===== src/rtl/hazard_stall_ctrl.sv =====
// Stall controller for the five-stage MIPS pipeline: Tuse/Tnew hazard stalls plus md-unit busy tracking.
// Optional stall-cycle counters are built when HAZARD_STALL_CNT_EN is defined.
module hazard_stall_ctrl #(
  parameter int unsigned MULT_CYCLES = 5,
  parameter int unsigned DIV_CYCLES  = 10,
  parameter int unsigned CNT_W       = 4
) (
  input  logic       clk,
  input  logic       reset,
  input  logic [4:0] D_rs,
  input  logic [4:0] D_rt,
  input  logic [1:0] D_rs_Tuse,
  input  logic [1:0] D_rt_Tuse,
  input  logic [4:0] E_A3,
  input  logic [1:0] E_Tnew,
  input  logic [4:0] M_A3,
  input  logic [1:0] M_Tnew,
  input  logic       D_is_md,
  input  logic       E_md_start,
  input  logic       E_md_is_div,
  output logic       F_PC_en,
  output logic       FD_en,
  output logic       DE_clr,
  output logic       md_busy
`ifdef HAZARD_STALL_CNT_EN
  ,
  output logic [31:0] stall_cycles,
  output logic [31:0] md_stall_cycles
`endif
);

  localparam int unsigned STAT_W = 32;

  logic [CNT_W-1:0] r_cnt;
  logic             w_stall_rs;
  logic             w_stall_rt;
  logic             w_stall_md;
  logic             w_stall;

  // md busy counter: a new start always reloads, otherwise count down to zero and hold
  always_ff @(posedge clk or negedge reset) begin
    if (!reset) begin
      r_cnt <= '0;
    end else if (E_md_start) begin
      r_cnt <= E_md_is_div ? CNT_W'(DIV_CYCLES) : CNT_W'(MULT_CYCLES);
    end else if (r_cnt != '0) begin
      r_cnt <= r_cnt - CNT_W'(1);
    end
  end

  assign md_busy = (r_cnt != '0);

  // A source stalls when a producer ahead of D will not have its result in time; $0 never stalls
  assign w_stall_rs = (D_rs != 5'd0) &&
                      (((D_rs == E_A3) && (E_Tnew > D_rs_Tuse)) ||
                       ((D_rs == M_A3) && (M_Tnew > D_rs_Tuse)));
  assign w_stall_rt = (D_rt != 5'd0) &&
                      (((D_rt == E_A3) && (E_Tnew > D_rt_Tuse)) ||
                       ((D_rt == M_A3) && (M_Tnew > D_rt_Tuse)));
  assign w_stall_md = D_is_md && (E_md_start || md_busy);
  assign w_stall    = w_stall_rs || w_stall_rt || w_stall_md;

  assign F_PC_en = ~w_stall;
  assign FD_en   = ~w_stall;
  assign DE_clr  = w_stall;

`ifdef HAZARD_STALL_CNT_EN
  logic [STAT_W-1:0] r_stall_cycles;
  logic [STAT_W-1:0] r_md_stall_cycles;

  // Free-running performance counters, wrap naturally at 2^32
  always_ff @(posedge clk or negedge reset) begin
    if (!reset) begin
      r_stall_cycles    <= '0;
      r_md_stall_cycles <= '0;
    end else begin
      if (w_stall)    r_stall_cycles    <= r_stall_cycles + STAT_W'(1);
      if (w_stall_md) r_md_stall_cycles <= r_md_stall_cycles + STAT_W'(1);
    end
  end

  assign stall_cycles    = r_stall_cycles;
  assign md_stall_cycles = r_md_stall_cycles;
`endif

endmodule


===== config.mk =====
export PLATFORM = sky130hd
export DESIGN_NAME = hazard_stall_ctrl
export DESIGN_NICKNAME = d
export VERILOG_FILES = /design/src/rtl/hazard_stall_ctrl.sv
export SDC_FILE = /design/constraint.sdc
export NUM_CORES = 1
export LEC_CHECK = 0
export ABC_AREA = 1
export ABC_CLOCK_PERIOD_IN_PS = 3400
export CAP_MARGIN = 20
export CORE_MARGIN = 2
export CORE_UTILIZATION = 45
export CTS_CLUSTER_SIZE = 10
export DETAILED_ROUTE_END_ITERATION = 7
export PLACE_DENSITY = 0.85
export RECOVER_POWER = 50
export SLEW_MARGIN = 20
export SYNTH_ARGS = -nofsm -noshare
export SYNTH_HDL_FRONTEND = slang
export SYNTH_SLANG_ARGS = --single-unit
export TNS_END_PERCENT = 10

===== constraint.sdc =====
create_clock -name clk -period 3.4 [get_ports clk]
set_clock_uncertainty 0.2 [all_clocks]
set_input_delay 0.51 -clock clk [delete_from_list [all_inputs] [get_ports clk]]
set_output_delay 0.51 -clock clk [all_outputs]
set_load 0.1 [all_outputs]

==> summary.txt, run 1 <==
CP arrival: 2.19 ns
PwrDens: 285 nW/µm²
Mapped cell area: 843 µm²
CTS sink count: 4
Unrepaired setup endpoints after global routing: no
Largest register FFs: 4
# hold bufs at CTS: 0
Total global routing overflow: 0
Crit path cell chain: clkdlybuf4s50_1 > inv_1 > ha_1 > a21oi_1 > nor2_1 > nand3_1 > nand2_1 > nand2_2 > nand2_1 > nor2_4 > buf_12
Placer Congestion: 0.825
Final instance area: 1280 µm²
Non-Filler Instances: 222
CTS tree: built
Max_cap viols: 0
VDD IR max: 0.000211 V
Final setup viols: 0
Die ar.: 2240 µm²
Worst Setup Slack, final: 0.503 ns
Initial Util: 48.3%
Row count: 15
Via count: 1037
Biggest register: r_cnt
Most common cell on crit path: nand2_1
Placed Cells: 219
Synth warn: 0
Setup bufs post-CTS: 0
Vias in the first global route: 919
Crit Path Class: in -> out
Global-route wire length before repair: 3500 µm
Commonest non-fill, non-tap cell in the layout: nand2_1
Post-synth cell types: 19
DPL Wire Length: 1980 µm
Final period util: 85.2%
Fmax: 345 MHz
GR Util All Layers: 21.9%
Fin nets: 242
Num CTS Buffers: 3
CTS resizes: 0
Number of inserted diodes: 0
Syn Nets: 202
DRT Pass-1 Iters: 4
Synthesized netlist cell count: 159
CP Launch Type: input port
Placement Setup Slack: 0.512 ns
Clk buf depth: 2
Top flop regs: r_cnt: 4 flops
Fin Hold WS: 0.320 ns
Setup_tns: 0 ns
CTS root buf: clkbuf_4
Drt drc: 0
Final Util: 73.6%
Max stage delay on crit path: 0.46 ns
Share of post-route cells with drive strength above 1: 8.63%
Via density: 4.67
Worst Tran Pin Value: 0.265 ns
DR WL/cell: 10.0 µm
Fin. Hold Viols: 0
CP Capture Type: output pin
Initial antenna violation count: 0
Avg Cell Area, Syn: 5.30 µm²
Rel. slew slack: 82.2%
Crit path max fanout: 2
DIE HEIGHT: 47.3 µm
Synth Register Bits: 4
Most frequent cells in the layout: nand2_1, inv_1, clkdlybuf4s50_1, nor2_1, ha_1
Die width: 47.3 µm
Worst-path clk slew: 0.03 ns
Largest net degree at the start of global routing: 6
Final min period: 2.90 ns
Worst skew pair latency: 0.24 ns
H-Tree Depth: 1
Area of the core: 1750 µm²
DP Area: 1260 µm²
I/O pins: 37
Register area share after synthesis: 11.9%
DR iter-0 viols: 18
Power, Total: 0.366 mW
Post-DRT Antenna Nets: 0
Fin. max-slew vios: 0
Critical Path RT: 2.69 ns
Crit path max-delay cell type: clkdlybuf4s50_1
Port bufs: 36
Run status: complete, no violations
Hold WC Path Type: reg -> reg
Syn-to-layout area delta: 52.4%
Leakage: 0.726 nW
Final WL: 2230 µm
synthesized netlist by cell type, drive strengths merged:
master	n	area (µm²)
xnor2	2	17.5
dfrtp	4	100
xor2	2	17.5
nand3	8	40.0
o21ai	7	35.0
nor3	2	10.0
o211ai	1	7.51
nand2	63	241
a21oi	2	10.0
nor2	21	86.3
ha	10	125
inv	33	124
buf	1	7.51
o21bai	2	15.0
or2	1	6.26
cells by family after synthesis:
group                      after synthesis  synth area share (%)
and+or+nand+nor                         95                  45.5
buffers and inverters                   34                  15.6
AOI/OAI and AO/OA                       12                  8.01
adders and majority gates               10                  14.8
xor gates and xnor gates                 4                  4.16
DFF                                      4                  11.9
critical path, delay by kind of cell:
kind | cells | cell delay [ns]
AO/OA/AOI/OAI | 1 | 0.15
buffers and inverters | 3 | 0.71
AND/OR/NAND/NOR | 6 | 0.50
adder cells (fa/ha/maj) | 1 | 0.31
layout make-up:
class	instances	area (µm²)
clock buffers	3	22.5
fillers	148	460
inverters	33	124
multi-input cells	121	619
flip-flops and latches	4	100
well taps	25	31.3
repair buffers	36	388
power by group:
part | internal [mW] | leakage, nW | total [mW] | switching, mW
combinational | 0.0986 | 0.664 | 0.236 | 0.137
sequential | 0.0598 | 0.0483 | 0.0680 | 0.00819
clock | 0.0397 | 0.0138 | 0.0620 | 0.0223
routing by layer:
metal | GRT usage [%] | up-vias | wire length (µm)
met4 | 7.22 | 0 | 16
met3 | 2.31 | 2 | 128
met1 | 25.9 | 440 | 915
li1 | - | 558 | -
met5 | 0 | - | 0
met2 | 40.3 | 37 | 1170
final timing paths:
kind	startpoint	endpoint	slack, ns	cells after the start
hold reg to reg	r_cnt[0]$_DFFE_PN0N_	r_cnt[0]$_DFFE_PN0N_	0.32	1
min in group asynchronous	reset	r_cnt[1]$_DFFE_PN0N_	0.35	1
setup reg to reg	r_cnt[0]$_DFFE_PN0N_	r_cnt[1]$_DFFE_PN0N_	1.99	7
setup / recovery	D_rs_Tuse[1]	F_PC_en	0.50	11
max in group asynchronous	reset	r_cnt[0]$_DFFE_PN0N_	2.46	1
hold / removal	r_cnt[0]$_DFFE_PN0N_	r_cnt[0]$_DFFE_PN0N_	0.32	1
Power figures use the tool's default switching activity.
==> run 2: changes to the inputs <==
- ABC_CLOCK_PERIOD_IN_PS: 3400 -> not set
- CORE_ASPECT_RATIO: not set -> 0.8
==> run 2 against run 1 <==
Compared with the run above: register-to-register slack worse by 0.05 ns; largest power group unchanged; highest routed layer unchanged; final area down 0.29%; power down 0.39%; sequential power up 0.7%; clock-buffer cell count unchanged; wire length up 3.5%; global-route usage up 1.8 points; first-iteration DRC count up 39%; final cell count down 1.4%.
==> summary.txt, run 2 (synthesized netlist as in run 1, its figures left out) <==
H-Tree Depth: 1 (unchanged)
DRT Pass-1 Iters: 5 (+1)
Reg2reg start: r_cnt[0]$_DFFE_PN0N_
Post-DRT Antenna Nets: 0 (unchanged)
Crit path from: D_rt_Tuse[1]
Final period util: 85.3% (about the same)
Row count: 13 (-2)
NetSw: 0.167 mW (-0.50%)
Die width: 52.4 µm (+11%)
Internal Power: 0.197 mW (-0.30%)
Final instance area: 1280 µm² (-0.29%)
Top flop regs: r_cnt: 4 flops
VDD IR max: 0.000209 V (-0.74%)
Gate power share: 64.9% (+0.4 points)
DP Area: 1260 µm² (-0.30%)
FF-to-FF path depth: 6 (-1)
Total global routing overflow: 0 (unchanged)
Routed length on met3: 140 µm (+9.4%)
Rel. slew slack: 81.7% (-0.49 points)
Share of post-route cells with drive strength above 1: 8.63% (unchanged)
Final setup viols: 0 (unchanged)
CP Launch Type: input port
Initial antenna violation count: 0 (unchanged)
Critical Path RT: 2.69 ns (about the same)
Wl on met1: 1060 µm (+16%)
Met2 wire len: 1050 µm (-11%)
Reg2reg end: r_cnt[1]$_DFFE_PN0N_
Worst Tran Pin Value: 0.277 ns (+0.0116 ns)
Largest register FFs: 4 (unchanged)
Num CTS Buffers: 3 (unchanged)
CP arrival: 2.19 ns (about the same)
Unrepaired setup endpoints after global routing: no
CTS root buf: clkbuf_4
Fmax: 345 MHz (about the same)
Drt drc: 0 (unchanged)
# hold bufs at CTS: 0 (unchanged)
Fin nets: 242 (unchanged)
Syn-to-layout area delta: 51.9%
Global-route wire length before repair: 3860 µm (+10%)
CTS resizes: 0 (unchanged)
Largest net degree at the start of global routing: 6 (unchanged)
Max_cap viols: 0 (unchanged)
GR Util All Layers: 23.7% (+1.8 points)
Crit path max fanout: 2 (unchanged)
Initial Util: 49.9% (+1.5 points)
Crit Path Class: in -> out
Leakage: 0.726 nW (unchanged)
Via count: 1038 (+0.096%)
Fin. Hold Viols: 0 (unchanged)
Clock power frac: 16.3% (-0.6 points)
FILL cells: 155 (+4.7%)
CTS sink count: 4 (unchanged)
Clk buf depth: 2 (unchanged)
Number of inserted diodes: 0 (unchanged)
Area of the core: 1690 µm² (-3.1%)
Fin. max-slew vios: 0 (unchanged)
Switching fraction of total power: 45.8% (-0.049 points)
Run status: complete, no violations
CTS tree: built
Worst-path clk slew: 0.04 ns (about the same)
Final WL: 2310 µm (+3.5%)
Port bufs: 36 (unchanged)
Power, Total: 0.364 mW (-0.39%)
Top sig layer: met4
Setup_tns: 0 ns (unchanged)
Reg2reg setup slack: 1.94 ns (-0.05 ns)
DR WL/cell: 10.5 µm (+4.9%)
Worst skew pair latency: 0.24 ns (about the same)
DPL Wire Length: 2070 µm (+4.3%)
Via density: 4.74 (+1.5%)
Hold WC Path Type: in -> async
Footprint of the multi-input gates: 619 µm² (unchanged)
Commonest non-fill, non-tap cell in the layout: nand2_1
Setup bufs post-CTS: 0 (unchanged)
Register Area: 100 µm² (unchanged)
Final min period: 2.90 ns (+0.00234 ns)
I/O pins: 37 (unchanged)
Die ar.: 2240 µm² (about the same)
PwrDens: 284 nW/µm² (about the same)
DIE HEIGHT: 42.7 µm (-9.7%)
Reg power frac: 18.8% (+0.2 points)
Most frequent cells in the layout: nand2_1, inv_1, clkdlybuf4s50_1, nor2_1, ha_1
Placer Congestion: 0.915 (+11%)
Biggest register: r_cnt
Vias in the first global route: 957 (+4.1%)
CP Capture Type: output pin
DR iter-0 viols: 25 (+7)
-- run 2: cell counts in the layout (fill, tap and decap cells not counted) --
Identical to the previous run, type by type.
-- run 2: worst max-delay path: stages --
cell,delay [ns]
clkdlybuf4s50_1,0.45
inv_1,0.05
ha_1,0.29
nand2_1,0.07
nand2_1,0.09
nor2_1,0.05
nand2_1,0.08
nor2_2,0.04
nor2_1,0.13
nor2_2,0.06
nor2_4,0.16
buf_12,0.19
-- run 2: worst max path at each step --
| stage | end | depth (start not counted) |
|---|---|---|
| after floorplan | F_PC_en | 9 |
| after global placement | FD_en | 12 |
| after detailed placement | F_PC_en | 12 |
| after CTS | F_PC_en | 12 |
| after global routing | F_PC_en | 12 |
| final | F_PC_en | 12 |
-- run 2: power by group through the flow --
stage	Clock, mW	Sequential, mW	Combinational (mW)
2_1_floorplan	0	0.0671	0.145
3_3_place_gp	0	0.0683	0.230
3_5_place_dp	0	0.0690	0.237
4_1_cts	0.0623	0.0684	0.238
5_1_grt	0.0662	0.0696	0.259
6_report	0.0594	0.0685	0.236
-- run 2: cell type report --
cell class | instances | share of cell area (%)
Timing Repair Buffer | 36 | 30.3
Clock buffer | 3 | 1.76
Multi-Input combinational cell | 121 | 48.3
Inverter | 33 | 9.67
Tap cell | 22 | 2.15
Sequential cell | 4 | 7.81
-- run 2: metrics by stage --
stage	utilization (%)	hold WS (ns)	worst slack, ns	cells
after floorplan	-	0.0144	0.0917	159
after global routing	75.7	0.338	0.358	219
after detailed placement	74.4	0.371	0.483	216
after global placement	74.4	0.328	0.532	216
after CTS	75.7	0.263	0.482	219
final	75.7	0.338	0.501	219
-- run 2: per-layer routing --
layer  track usage (%)  up-vias
li1                  -      555
met5                 0        -
met2              38.8       34
met3              5.28        7
met1              28.5      442
met4              12.3        0
